`src/rtl/ps2_pkg.sv`:
```
// ----------------------------------------------------------------------------
// ps2_pkg
// Shared constants for the PS/2 receive path.
//   FRAME_BITS  : bits in one device-to-host frame (start, 8 data, parity, stop)
//   START_IDX   : frame index of the start bit
//   PARITY_IDX  : frame index of the odd-parity bit
//   STOP_IDX    : frame index of the stop bit
//   IDX_W       : width of the frame bit index
//   count_w()   : width of a FIFO occupancy count able to hold 0..depth
// ----------------------------------------------------------------------------
package ps2_pkg;

   localparam int FRAME_BITS = 11;
   localparam int START_IDX  = 0;
   localparam int PARITY_IDX = 9;
   localparam int STOP_IDX   = 10;
   localparam int IDX_W      = $clog2(FRAME_BITS);

   function automatic int count_w(input int depth);
      return $clog2(depth) + 1;
   endfunction

endpackage

```
`src/rtl/ps2_clk_filter.sv`:
```
// ----------------------------------------------------------------------------
// ps2_clk_filter
// Brings the asynchronous PS/2 pins into the clk domain, de-glitches the PS/2
// clock and produces a one-cycle pulse on each filtered falling edge.
// Ports:
//   clk, reset : system clock, synchronous active-high reset
//   ps2_clk    : raw PS/2 clock pin
//   ps2_data   : raw PS/2 data pin
//   sample     : one-cycle pulse, filtered ps2_clk went 1 -> 0
//   data_sync  : synchronised ps2_data, valid to sample while sample=1
// ----------------------------------------------------------------------------
module ps2_clk_filter #(
   parameter int FILTER_LEN = 4
) (
   input  logic clk,
   input  logic reset,
   input  logic ps2_clk,
   input  logic ps2_data,
   output logic sample,
   output logic data_sync
);

   localparam int CNT_W = (FILTER_LEN > 1) ? $clog2(FILTER_LEN) : 1;

   logic [1:0]       clk_meta;
   logic [1:0]       data_meta;
   logic             clk_filt;
   logic [CNT_W-1:0] stable_cnt;

   // stable_cnt counts consecutive cycles in which the synchronised clock
   // disagrees with the filtered one; any agreeing cycle restarts the count,
   // so pulses shorter than FILTER_LEN cycles never reach clk_filt.
   always_ff @(posedge clk) begin
      if (reset) begin
         clk_meta   <= 2'b11;
         data_meta  <= 2'b11;
         clk_filt   <= 1'b1;
         stable_cnt <= '0;
         sample     <= 1'b0;
      end else begin
         clk_meta  <= {clk_meta[0], ps2_clk};
         data_meta <= {data_meta[0], ps2_data};
         sample    <= 1'b0;
         if (clk_meta[1] == clk_filt) begin
            stable_cnt <= '0;
         end else if (stable_cnt == CNT_W'(FILTER_LEN - 1)) begin
            clk_filt   <= clk_meta[1];
            stable_cnt <= '0;
            // Only a 1 -> 0 change of the filtered clock is a sample point.
            sample     <= clk_filt;
         end else begin
            stable_cnt <= stable_cnt + 1'b1;
         end
      end
   end

   assign data_sync = data_meta[1];

endmodule

```
`src/rtl/ps2_rx_fifo.sv`:
```
// ----------------------------------------------------------------------------
// ps2_rx_fifo
// PS/2 device-to-host receiver: assembles 11-bit frames into scan codes and
// queues valid codes in a show-ahead FIFO, with sticky error reporting.
// Ports:
//   clk, reset  : system clock, synchronous active-high reset
//   ps2_clk     : raw PS/2 clock pin (asynchronous)
//   ps2_data    : raw PS/2 data pin (asynchronous)
//   rd          : pop head entry, ignored while FIFO empty
//   clr_err     : clear overflow/parity_err/frame_err (a same-cycle set wins)
//   data        : head entry, 8'h00 while empty
//   ready       : FIFO non-empty
//   count       : FIFO occupancy
//   overflow    : sticky, valid frame dropped on full FIFO
//   parity_err  : sticky, odd-parity check failed
//   frame_err   : sticky, bad stop bit or frame timeout
// ----------------------------------------------------------------------------
module ps2_rx_fifo
   import ps2_pkg::*;
#(
   parameter int FIFO_DEPTH     = 8,
   parameter int FILTER_LEN     = 4,
   parameter int TIMEOUT_CYCLES = 50000
) (
   input  logic                        clk,
   input  logic                        reset,
   input  logic                        ps2_clk,
   input  logic                        ps2_data,
   input  logic                        rd,
   input  logic                        clr_err,
   output logic [7:0]                  data,
   output logic                        ready,
   output logic [$clog2(FIFO_DEPTH):0] count,
   output logic                        overflow,
   output logic                        parity_err,
   output logic                        frame_err
);

   localparam int PTR_W = $clog2(FIFO_DEPTH);
   localparam int CNT_W = count_w(FIFO_DEPTH);
   localparam int TMO_W = $clog2(TIMEOUT_CYCLES + 1);

   logic             sample;
   logic             sdata;
   logic [IDX_W-1:0] idx;
   logic [7:0]       shreg;
   logic             par_bit;
   logic [TMO_W-1:0] tmo_cnt;

   logic [7:0]       mem [FIFO_DEPTH];
   logic [PTR_W-1:0] wptr;
   logic [PTR_W-1:0] rptr;
   logic [CNT_W-1:0] cnt;

   logic stop_smp;
   logic parity_ok;
   logic stop_ok;
   logic push_req;
   logic full;
   logic pop;
   logic push;
   logic timeout;

   ps2_clk_filter #(
      .FILTER_LEN (FILTER_LEN)
   ) u_filter (
      .clk       (clk),
      .reset     (reset),
      .ps2_clk   (ps2_clk),
      .ps2_data  (ps2_data),
      .sample    (sample),
      .data_sync (sdata)
   );

   // ---------------------------------------------------------------------
   // Frame checks, evaluated in the stop-bit sample cycle
   // ---------------------------------------------------------------------
   always_comb begin
      stop_smp  = sample && (idx == IDX_W'(STOP_IDX));
      parity_ok = ^{shreg, par_bit};
      stop_ok   = sdata;
      push_req  = stop_smp && parity_ok && stop_ok;
      full      = (cnt == CNT_W'(FIFO_DEPTH));
      pop       = rd && (cnt != '0);
      // A full FIFO still accepts the push when a pop frees the slot.
      push      = push_req && (!full || pop);
      timeout   = !sample && (idx != '0) && (tmo_cnt == TMO_W'(TIMEOUT_CYCLES));
   end

   // ---------------------------------------------------------------------
   // Frame assembly and in-frame timeout
   // ---------------------------------------------------------------------
   always_ff @(posedge clk) begin
      if (reset) begin
         idx     <= '0;
         shreg   <= '0;
         par_bit <= 1'b0;
         tmo_cnt <= '0;
      end else if (sample) begin
         tmo_cnt <= '0;
         if (idx == IDX_W'(START_IDX)) begin
            // A high level here is noise, not a start bit: stay put.
            if (!sdata) idx <= idx + 1'b1;
         end else if (idx < IDX_W'(PARITY_IDX)) begin
            shreg <= {sdata, shreg[7:1]};   // LSB arrives first
            idx   <= idx + 1'b1;
         end else if (idx == IDX_W'(PARITY_IDX)) begin
            par_bit <= sdata;
            idx     <= idx + 1'b1;
         end else begin
            idx <= '0;
         end
      end else if (idx != '0) begin
         if (timeout) begin
            idx     <= '0;
            tmo_cnt <= '0;
         end else begin
            tmo_cnt <= tmo_cnt + 1'b1;
         end
      end else begin
         tmo_cnt <= '0;
      end
   end

   // ---------------------------------------------------------------------
   // Sticky flags
   // ---------------------------------------------------------------------
   always_ff @(posedge clk) begin
      if (reset) begin
         overflow   <= 1'b0;
         parity_err <= 1'b0;
         frame_err  <= 1'b0;
      end else begin
         overflow   <= (overflow & ~clr_err)   | (push_req && full && !pop);
         parity_err <= (parity_err & ~clr_err) | (stop_smp && !parity_ok);
         frame_err  <= (frame_err & ~clr_err)  | (stop_smp && !stop_ok) | timeout;
      end
   end

   // ---------------------------------------------------------------------
   // FIFO storage (contents survive reset)
   // ---------------------------------------------------------------------
   always_ff @(posedge clk) begin
      if (push) mem[wptr] <= shreg;
   end

   always_ff @(posedge clk) begin
      if (reset) begin
         wptr <= '0;
         rptr <= '0;
         cnt  <= '0;
      end else begin
         if (push) wptr <= wptr + 1'b1;
         if (pop)  rptr <= rptr + 1'b1;
         case ({push, pop})
            2'b10:   cnt <= cnt + 1'b1;
            2'b01:   cnt <= cnt - 1'b1;
            default: cnt <= cnt;
         endcase
      end
   end

   assign count = cnt;
   assign ready = (cnt != '0);
   assign data  = ready ? mem[rptr] : 8'h00;

endmodule

```
`config.mk`:
```
export PLATFORM = sky130hd
export DESIGN_NAME = ps2_rx_fifo
export DESIGN_NICKNAME = d
export VERILOG_FILES = /design/src/rtl/ps2_pkg.sv /design/src/rtl/ps2_clk_filter.sv /design/src/rtl/ps2_rx_fifo.sv
export SDC_FILE = /design/constraint.sdc
export NUM_CORES = 1
export LEC_CHECK = 0
export CORE_ASPECT_RATIO = 0.75
export CORE_MARGIN = 4
export CORE_UTILIZATION = 63
export CTS_CLUSTER_SIZE = 14
export DETAILED_ROUTE_END_ITERATION = 10
export HOLD_SLACK_MARGIN = 0.06
export PLACE_DENSITY = 0.82
export SKIP_CTS_REPAIR_TIMING = 1
export SLEW_MARGIN = 10
export SYNTH_ARGS = -nofsm -noshare
export SYNTH_HDL_FRONTEND = slang
export SYNTH_SLANG_ARGS = --single-unit
export TNS_END_PERCENT = 5
```
`constraint.sdc`:
```
create_clock -name clk -period 5.36 [get_ports clk]
set_input_delay 1.072 -clock clk [delete_from_list [all_inputs] [get_ports clk]]
set_output_delay 1.072 -clock clk [all_outputs]
set_load 0.02 [all_outputs]
```
== Word level (Yosys, flattened, before mapping) ==
Memories as Yosys holds them, arrays and structs flattened. A register that Yosys moved wholly into a read port is not among the register bits.
Cells that the tools add are included.
Storage, ports and cells
  input bits: 6
  bits in writable memories: 64
  word-level logic and storage cells: 90
  register bits after elaboration: 50
  bits in latches: 0
  memories kept: 1
  ROM bits: 0
Memory list
  mem: words 8, bits a word 8, rd ports 1, clocked after memory_dff 1, write ports 1, RTL line ps2_rx_fifo.sv:50  | logic [7:0] mem [FIFO_DEPTH];
Cells by class
  shifts and indexed selects: 0
  div/mod/pow operators: 0
  $add $sub $neg: 7
  muxes and demuxes: 13
  multipliers: 0
  bitwise gates (word level): 13
  eq/ne operators: 9
  reductions and logical operators: 31
  $lt $le $gt $ge: 1
Operator list (number)
  $mux 4: 7
  $add 16x1->16 const B: 1
  $eq 16x16->1 const B: 1
  $eq 4x4->1 const B: 3
  $logic_and 1x1->1: 11
  $reduce_xor 9->1: 1
  $add 4x1->4 const B: 2
  $mux 8: 1
  $pmux 4 s2: 1
  $reduce_bool 4->1: 2
  $add 3x1->3 const B: 2
  $mux 3: 2
  $not 1->1: 6
  $reduce_and 3->1: 2
  $reduce_bool 2->1: 3
  $reduce_or 3->1: 2
  $logic_not 1->1: 5
  $eq 2x2->1 const B: 2
  $logic_not 4->1: 1
  $lt 4x4->1 const B: 1
  $or 1x1->1: 4
  $reduce_and 4->1: 1
  $reduce_or 4->1: 1
  $sub 4x1->4 const B: 1
  other kinds (8): 11

== Depth between registers and ports, before layout ==
Gate-level depths: netlist of run 1.
  depth after elaboration: 7
  depth in mapped cells: 13

== Modules after synthesis ==
A second synthesis of run 1 with hierarchy kept.
Second synthesis, totals
  cell total of the unflattened synthesis: 385
  area, all modules: 4989.8 um^2
Modules (own cells, without submodules)
  ps2_rx_fifo: cells each 366, area each 4733.3 um^2, times used 1
  ps2_clk_filter: cells each 19, area each 256.5 um^2, times used 1

== Least setup slack after synthesis of run 1 ==
No wires, ideal clock.
  kind: reg2reg
  from: register shreg[7]
  to: register cnt[3] (netlist: count[3])
  period minus slack after synthesis: 2.936 ns
  stages on the path, launching flop included: 12
  data required time: 5.239 ns
  arrival: 2.815 ns
  setup slack: 2.424 ns
  setup time: 0.121 ns
  cell sequence: dfxtp_1 > xor3_1 > or4_4 > mux2_2 > nand2_1 > inv_1 > ha_1 > a21o_1 > a21oi_1 > nor3_1 > mux2i_1 > mux2_2
Between the ends
  cells in the longest elaborated chain, start to end: 6
Ends and longest elaborated chain
  start, declared: RTL line ps2_rx_fifo.sv:46  | logic [7:0] shreg;
  start signal, assigned: RTL line ps2_rx_fifo.sv:105  | shreg <= {sdata, shreg[7:1]};
  $reduce_xor 9->1 *: RTL line ps2_rx_fifo.sv:80  | parity_ok = ^{shreg, par_bit};
  $logic_and 1x1->1 * (2 in series): RTL line ps2_rx_fifo.sv:82  | push_req = stop_smp && parity_ok && stop_ok;
  $logic_and 1x1->1 *: RTL line ps2_rx_fifo.sv:86  | push = push_req && (!full || pop);
  $eq 2x1->1 / $eq 2x2->1 (equally long branches): RTL line ps2_rx_fifo.sv:155  | case ({push, pop})
  $pmux 4 s2 / $reduce_bool 2->1 (equally long branches)
  end signal, assigned: RTL line ps2_rx_fifo.sv:156  | 2'b10: cnt <= cnt + 1'b1;
  end signal, assigned: RTL line ps2_rx_fifo.sv:157  | 2'b01: cnt <= cnt - 1'b1;
  end signal, assigned: RTL line ps2_rx_fifo.sv:158  | default: cnt <= cnt;
  end, declared: RTL line ps2_rx_fifo.sv:53  | logic [CNT_W-1:0] cnt;
Every way passes the cells marked *; elsewhere a longest branch is shown, timed or not.
A chain may end at the register's enable or synchronous reset.

==> flow_metrics.env, run 1 <==
export IMPL_antennaDiodeCount=0
export IMPL_dr_first_iter_drc_count=290
export IMPL_power_leakage_nw=2.007
export IMPL_cts_tree="yes"
export IMPL_synthTopCellsByCount="edfxtp_1 (64), dfxtp_1 (53), nor2_1 (50)"
export IMPL_first_global_vias=3190
export IMPL_power_frac_comb=0.064
export IMPL_slew_headroom=0.2951
export IMPL_clock_path_buffers=2
export IMPL_ys_ff_latch=117
export IMPL_slew_viol_final=0
export IMPL_ant_nets=0
export IMPL_wl_um=9857
export IMPL_hpwl_um=5865
export IMPL_min_period_ns=4.044
export IMPL_wl_per_cell_um=18.56
export IMPL_nets=436
export IMPL_cp_cell_sequence="mux4_2, mux2i_1, nor2_1, clkdlybuf4s50_1"
export IMPL_critPathKind="flip-flop to output pin"
export IMPL_track_usage=0.2290
export IMPL_syn_nets=403
export IMPL_clock_latency_ns=0.51
export IMPL_post_dp_cell_area_mm2=0.005290
export IMPL_htreeDepth=4
export IMPL_clk_transition_reported_paths_ns=0.05
export IMPL_worstHoldStart="u_filter.data_meta[0]"
export IMPL_syn_inst=384
export IMPL_synth_ff_type="edfxtp_1"
export IMPL_drive_gt1_frac=0.1581
export IMPL_cp_end_kind="output pin"
export IMPL_pwr_share_seq=0.430
export IMPL_vdd_ir_drop_max_mv=0.2702
export IMPL_crit_path_top_delay_cell="dfxtp_1"
export IMPL_max_stage_delay_ns=1.01
export IMPL_dr_pass1_iters=5
export IMPL_fin_skew_ns=0.009247
export IMPL_syn_area_per_cell_um2=12.92
export IMPL_grt_max_degree=41
export IMPL_vias=3071
export IMPL_netlist_top_cells_area="edfxtp_1 (39%), dfxtp_1 (21%), mux4_2 (7.3%)"
export IMPL_cap_viol_max_count=0
export IMPL_synth_area_mm2=0.004960
export IMPL_avgViaCountPerCell=5.783
export IMPL_grt_overflow=0
export IMPL_core_mm2=0.007500
export IMPL_start_util=0.6613
export IMPL_area_delta_synth_final_pct=18.82
export IMPL_fp_row_count=27
export IMPL_max_freq_ghz=0.2473
export IMPL_finalCritPeriodShare=0.7545
export IMPL_hp_class="flip-flop to flip-flop"
export IMPL_worstPathRequired_ns=4.29
export IMPL_final_cell_area_mm2=0.005893
export IMPL_die_h_um=84.84
export IMPL_placed_cells=499
export IMPL_setup_ws_ns=1.316
export IMPL_cp_top_family="flip-flops"
export IMPL_cp_arrival_ns=2.97
export IMPL_yosys_warnings=0
export IMPL_hold_ws_ns=0.4074
export IMPL_synth_cell_types=49
export IMPL_p_sw_frac=0.2129
export IMPL_critPathBufInv=1
export IMPL_cts_made_buffers=17
export IMPL_hold_viol=0
export IMPL_crit_reg2reg_launch="shreg[7]"
export IMPL_cellPowerDensity_mw_per_mm2=384.3
export IMPL_tightestPinTransition_ns=1.056
export IMPL_drcViolationCount=0
export IMPL_portBuffers=21
export IMPL_grt_pass1_wl_um=16430
export IMPL_antenna_found_initial=0
export IMPL_place_ws_ns=1.817
export IMPL_synthArstFlopShare=0
export IMPL_ios=22
export IMPL_dieArea_mm2=0.009371
export IMPL_die_x_um=110.5
export IMPL_power_switching_mw=0.4821
export IMPL_yosysMostFrequentCell="edfxtp_1"
export IMPL_synth_top_area_share=0.3875
export IMPL_p_int_mw=1.783
export IMPL_rsz0062_at_grt="false"
export IMPL_synth_largest_area_cell="edfxtp_1"
export IMPL_synth_edff_count=64
export IMPL_cp_max_fo=16
export IMPL_p_clk_frac=0.505
export IMPL_setup_tns_ns=0
export IMPL_finalSetupViolCount=0
export IMPL_cts_sinks=117
export IMPL_worst_setup_path_start_kind="flip-flop"
export IMPL_status="finished clean"
export IMPL_stdcell_count=531
export IMPL_clockRootBuffer="clkbuf_8"
export IMPL_ys_seq_area_frac=0.6014
export IMPL_gp_congestion=0.8284
-- worst paths after layout --
path	end	slack, ns	depth (start not counted)
setup / recovery	data[3]	1.32	4
hold / removal	u_filter.data_meta[1]	0.41	1
setup reg to reg	count[3]	2.07	11
hold reg to reg	u_filter.data_meta[1]	0.41	1
-- power by group through the flow --
stage | Sequential [mW] | Combinational [mW] | Clock, mW
6_report | 0.975 | 0.146 | 1.14
5_1_grt | 0.980 | 0.157 | 1.22
4_1_cts | 0.976 | 0.147 | 1.16
3_5_place_dp | 0.995 | 0.144 | 0
3_3_place_gp | 0.993 | 0.141 | 0
2_1_floorplan | 0.972 | 0.123 | 0
-- sequential cells by signal (all words and copies together), names as in the netlist, named ones only --
name,flops
u_filter.clk_filt,1
count,4
u_filter.data_meta,2
wptr,3
u_filter.clk_meta,2
shreg,8
u_filter.sample,1
tmo_cnt,16
frame_err,1
mem,64
overflow,1
rptr,3
u_filter.stable_cnt,2
parity_err,1
par_bit,1
idx,4
-- per-layer routing --
layer	track usage	wire (um)	up-vias
li1	-	-	1461
met1	0.3029	4416	1503
met2	0.3601	4788	92
met3	0.06914	516	15
met4	0.09060	137	0
met5	0	0	-
-- cell type report --
type | count | area (um^2)
Clock buffer | 18 | 417.9
Clock inverter | 14 | 185.2
Fill cell | 429 | 1607
Inverter | 15 | 56.30
Multi-Input combinational cell | 239 | 1869
Sequential cell | 117 | 2983
Tap cell | 101 | 126.4
Timing Repair Buffer | 27 | 255.2
-- cells by family after synthesis --
kind of cell             after synthesis  share of synthesized area
AND/OR/NAND/NOR                      137                     0.1408
flip-flops                           117                     0.6014
multiplexers                          36                     0.1173
AO/OA/AOI/OAI                         29                    0.03607
buffers and inverters                 28                    0.02169
XOR/XNOR                              24                    0.04843
adder cells (fa/ha/maj)               13                    0.03431
-- metrics by stage --
stage                     total power, mW    util
after global routing                2.354  0.7858
after CTS                           2.282  0.7858
after floorplan                     1.095       -
after global placement              1.134  0.7054
final                               2.265  0.7858
after detailed placement            1.139  0.7054
-- cells in the final DEF, fill, tap and decap left out, types with 3 or more instances in the layout --
master,count
nor2_1,50
ha_1,12
mux2_2,7
edfxtp_1,64
nand3b_1,3
or2_2,4
clkbuf_16,16
nor4bb_1,3
nor3_1,8
bufinv_16,4
clkinv_2,4
a21oi_1,13
nand2_1,22
xor2_1,11
buf_4,6
inv_1,15
nor2b_1,6
xnor2_1,11
clkdlybuf4s50_1,21
a21o_1,3
nand3_1,18
nor4_1,4
mux4_2,16
o21ai_0,3
and3_1,3
dfxtp_1,53
mux2i_1,12
Power figures use the tool's default switching activity.
==> run 2, diff against run 1 <==
--- a/config.mk
+++ b/config.mk
@@ -7,11 +7,11 @@
 export LEC_CHECK = 0
 export CORE_ASPECT_RATIO = 0.75
 export CORE_MARGIN = 4
-export CORE_UTILIZATION = 63
+export CORE_UTILIZATION = 54
 export CTS_CLUSTER_SIZE = 14
 export DETAILED_ROUTE_END_ITERATION = 10
 export HOLD_SLACK_MARGIN = 0.06
-export PLACE_DENSITY = 0.82
+export PLACE_DENSITY = 0.75
 export SKIP_CTS_REPAIR_TIMING = 1
 export SLEW_MARGIN = 10
 export SYNTH_ARGS = -nofsm -noshare
==> constraint.sdc (replaced) <==
create_clock -name clk -period 3.35 [get_ports clk]
set_input_delay 0.67 -clock clk [delete_from_list [all_inputs] [get_ports clk]]
set_output_delay 0.67 -clock clk [all_outputs]
set_load 0.02 [all_outputs]
==> run 2 against run 1 <==
Sequential share of layout area is 0.87 points lower. Via count is 1.8% higher. Global-route usage is 3.6 points lower. Critical path depth is 7 higher. Highest routed layer unchanged. Largest cell class unchanged. Critical path type is now flip-flop to flip-flop.
==> flow_metrics.env, run 2 (synthesized netlist as in run 1, its figures left out) <==
export IMPL_slew_viol_final=0
export IMPL_cts_made_buffers=17
export IMPL_drive_gt1_frac=0.1705
export IMPL_fp_row_count=29
export IMPL_grt_pass1_wl_um=16010
export IMPL_hold_viol=0
export IMPL_tightestPinTransition_ns=0.7502
export IMPL_mostFrequentLayoutCells="edfxtp_1 (64), dfxtp_1 (53), nor2_1 (50)"
export IMPL_top_register="mem"
export IMPL_core_mm2=0.008708
export IMPL_layout_commonest_cell="edfxtp_1"
export IMPL_wl_um=9758
export IMPL_max_stage_delay_ns=0.47
export IMPL_cap_viol_max_count=0
export IMPL_place_ws_ns=0.3492
export IMPL_ant_nets=0
export IMPL_dr_first_iter_drc_count=264
export IMPL_min_period_ns=3.043
export IMPL_track_usage=0.1930
export IMPL_r2r_slack_ns=0.31
export IMPL_dr_pass1_iters=4
export IMPL_cp_end_kind="flip-flop"
export IMPL_cp_top_family="multiplexers"
export IMPL_nets=446
export IMPL_drcViolationCount=0
export IMPL_critPathBufInv=1
export IMPL_p_total_mw=3.706
export IMPL_area_delta_synth_final_pct=20.89
export IMPL_clockRootBuffer="clkbuf_16"
export IMPL_grt_overflow=0
export IMPL_finalSetupViolCount=0
export IMPL_vias=3127
export IMPL_finalCritPeriodShare=0.9083
export IMPL_cts_tree="yes"
export IMPL_setup_tns_ns=0
export IMPL_worstHoldStart="u_filter.data_meta[0]"
export IMPL_fin_skew_ns=0.006397
export IMPL_min_to="u_filter.data_meta[1]"
export IMPL_regToRegEndpoint="count[3]"
export IMPL_hpwl_um=6281
export IMPL_cellPowerDensity_mw_per_mm2=618.1
export IMPL_portBuffers=21
export IMPL_hold_depth=1
export IMPL_antenna_found_initial=0
export IMPL_die_x_um=118.7
export IMPL_start_util=0.5695
export IMPL_status="finished clean"
export IMPL_die_h_um=91.00
export IMPL_clock_latency_ns=0.40
export IMPL_setup_ws_ns=0.3073
export IMPL_first_global_vias=3175
export IMPL_clk_transition_reported_paths_ns=0.05
export IMPL_reg_largest_list="mem x64, tmo_cnt x16, shreg x8"
export IMPL_crit_path_top_delay_cell="xor3_1"
export IMPL_cts_sinks=117
export IMPL_ios=22
export IMPL_slew_headroom=0.4965
export IMPL_gp_congestion=0.8851
export IMPL_ff2ff_path_depth=11
export IMPL_dieArea_mm2=0.01080
export IMPL_crit_top_cell="mux2_2"
export IMPL_htreeDepth=4
export IMPL_power_leakage_nw=2.071
export IMPL_grt_max_degree=40
export IMPL_cp_cell_sequence="xor3_1, or4_4, mux2_2, nand2_1, inv_1, ha_1, a21o_1, a21oi_1, nor3_1, mux2i_1, mux2_2"
export IMPL_cp_max_fo=4
export IMPL_worstPathRequired_ns=3.64
export IMPL_wl_per_cell_um=17.81
export IMPL_critPathKind="flip-flop to flip-flop"
export IMPL_max_freq_ghz=0.3287
export IMPL_avgViaCountPerCell=5.706
export IMPL_vdd_ir_drop_max_mv=0.5656
export IMPL_worst_setup_path_start_kind="flip-flop"
export IMPL_cp_arrival_ns=3.33
export IMPL_rsz0062_at_grt="false"
export IMPL_clock_path_buffers=2
export IMPL_antennaDiodeCount=0
export IMPL_crit_reg2reg_launch="par_bit"
export IMPL_largest_reg_flops=64
export IMPL_hp_class="flip-flop to flip-flop"
## run 2: cell types whose count changed in the layout (fill, tap and decap cells not counted), sizes merged
cell and change:
buf +10, bufinv +1, clkbuf +2, clkinv -1
clkinvlp -1, inv -1
## run 2: stage by stage
step	area (um^2)	hold WS, ns	util	cells
5_1_grt	5996	0.4154	0.6885	548
4_1_cts	5996	0.4045	0.6885	548
3_5_place_dp	5374	0.3968	0.6171	516
6_report	5996	0.4068	0.6885	548
2_1_floorplan	4960	0.3895	-	384
3_3_place_gp	5374	0.3928	0.6171	516
## run 2: area by class of cell
class / instances / area, um^2
clock inverter: 12 / 185.2
tap: 108 / 135.1
clock buffer: 20 / 436.7
multi-input combinational: 239 / 1869
sequential: 117 / 2983
inverter: 15 / 56.30
fill: 608 / 2713
timing repair buffer: 37 / 330.3
## run 2: per-layer routing
metal | global-route usage | up-vias | share of wire
li1 | - | 1485 | -
met2 | 0.3045 | 96 | 0.48
met1 | 0.2593 | 1532 | 0.45
met4 | 0.06943 | 0 | 0.014
met5 | 0 | - | 0
met3 | 0.05280 | 14 | 0.062
## run 2: worst max path at each step
stage / startpoint / end / slack (ns) / depth (start not counted)
finish: par_bit / count[3] / 0.31 / 11
global route: shreg[4] / count[3] / 0.15 / 11
CTS: flip-flop / data[5] / 0.26 / 5
detailed placement: par_bit / count[3] / 0.35 / 11
global placement: par_bit / count[3] / 0.42 / 11
floorplan: shreg[7] / count[3] / 0.41 / 11
## run 2: worst reg2reg max path, delay by kind of cell (launching register included)
| kind | cells | cell delay, ns |
|---|---|---|
| muxes | 3 | 0.82 |
| and+or+nand+nor | 3 | 0.63 |
| xor gates and xnor gates | 1 | 0.47 |
| AOI/OAI and AO/OA | 2 | 0.35 |
| DFF | 1 | 0.33 |
| adders and majority gates | 1 | 0.26 |
| buffers and inverters | 1 | 0.08 |
## run 2: power by group
group	total (mW)	switching (mW)	internal [mW]	leakage, nW
logic	0.281	0.135	0.146	0.747
clock network	1.90	0.593	1.31	0.303
registers	1.53	0.0119	1.51	1.02
total	3.71	0.740	2.97	2.07
==> run 3, diff against run 2 <==
--- a/config.mk
+++ b/config.mk
@@ -17,4 +17,3 @@
 export SYNTH_ARGS = -nofsm -noshare
 export SYNTH_HDL_FRONTEND = slang
 export SYNTH_SLANG_ARGS = --single-unit
-export TNS_END_PERCENT = 5
==> results of run 3 <==
The final DEF is identical to that of run 2; final timing and power are the same.
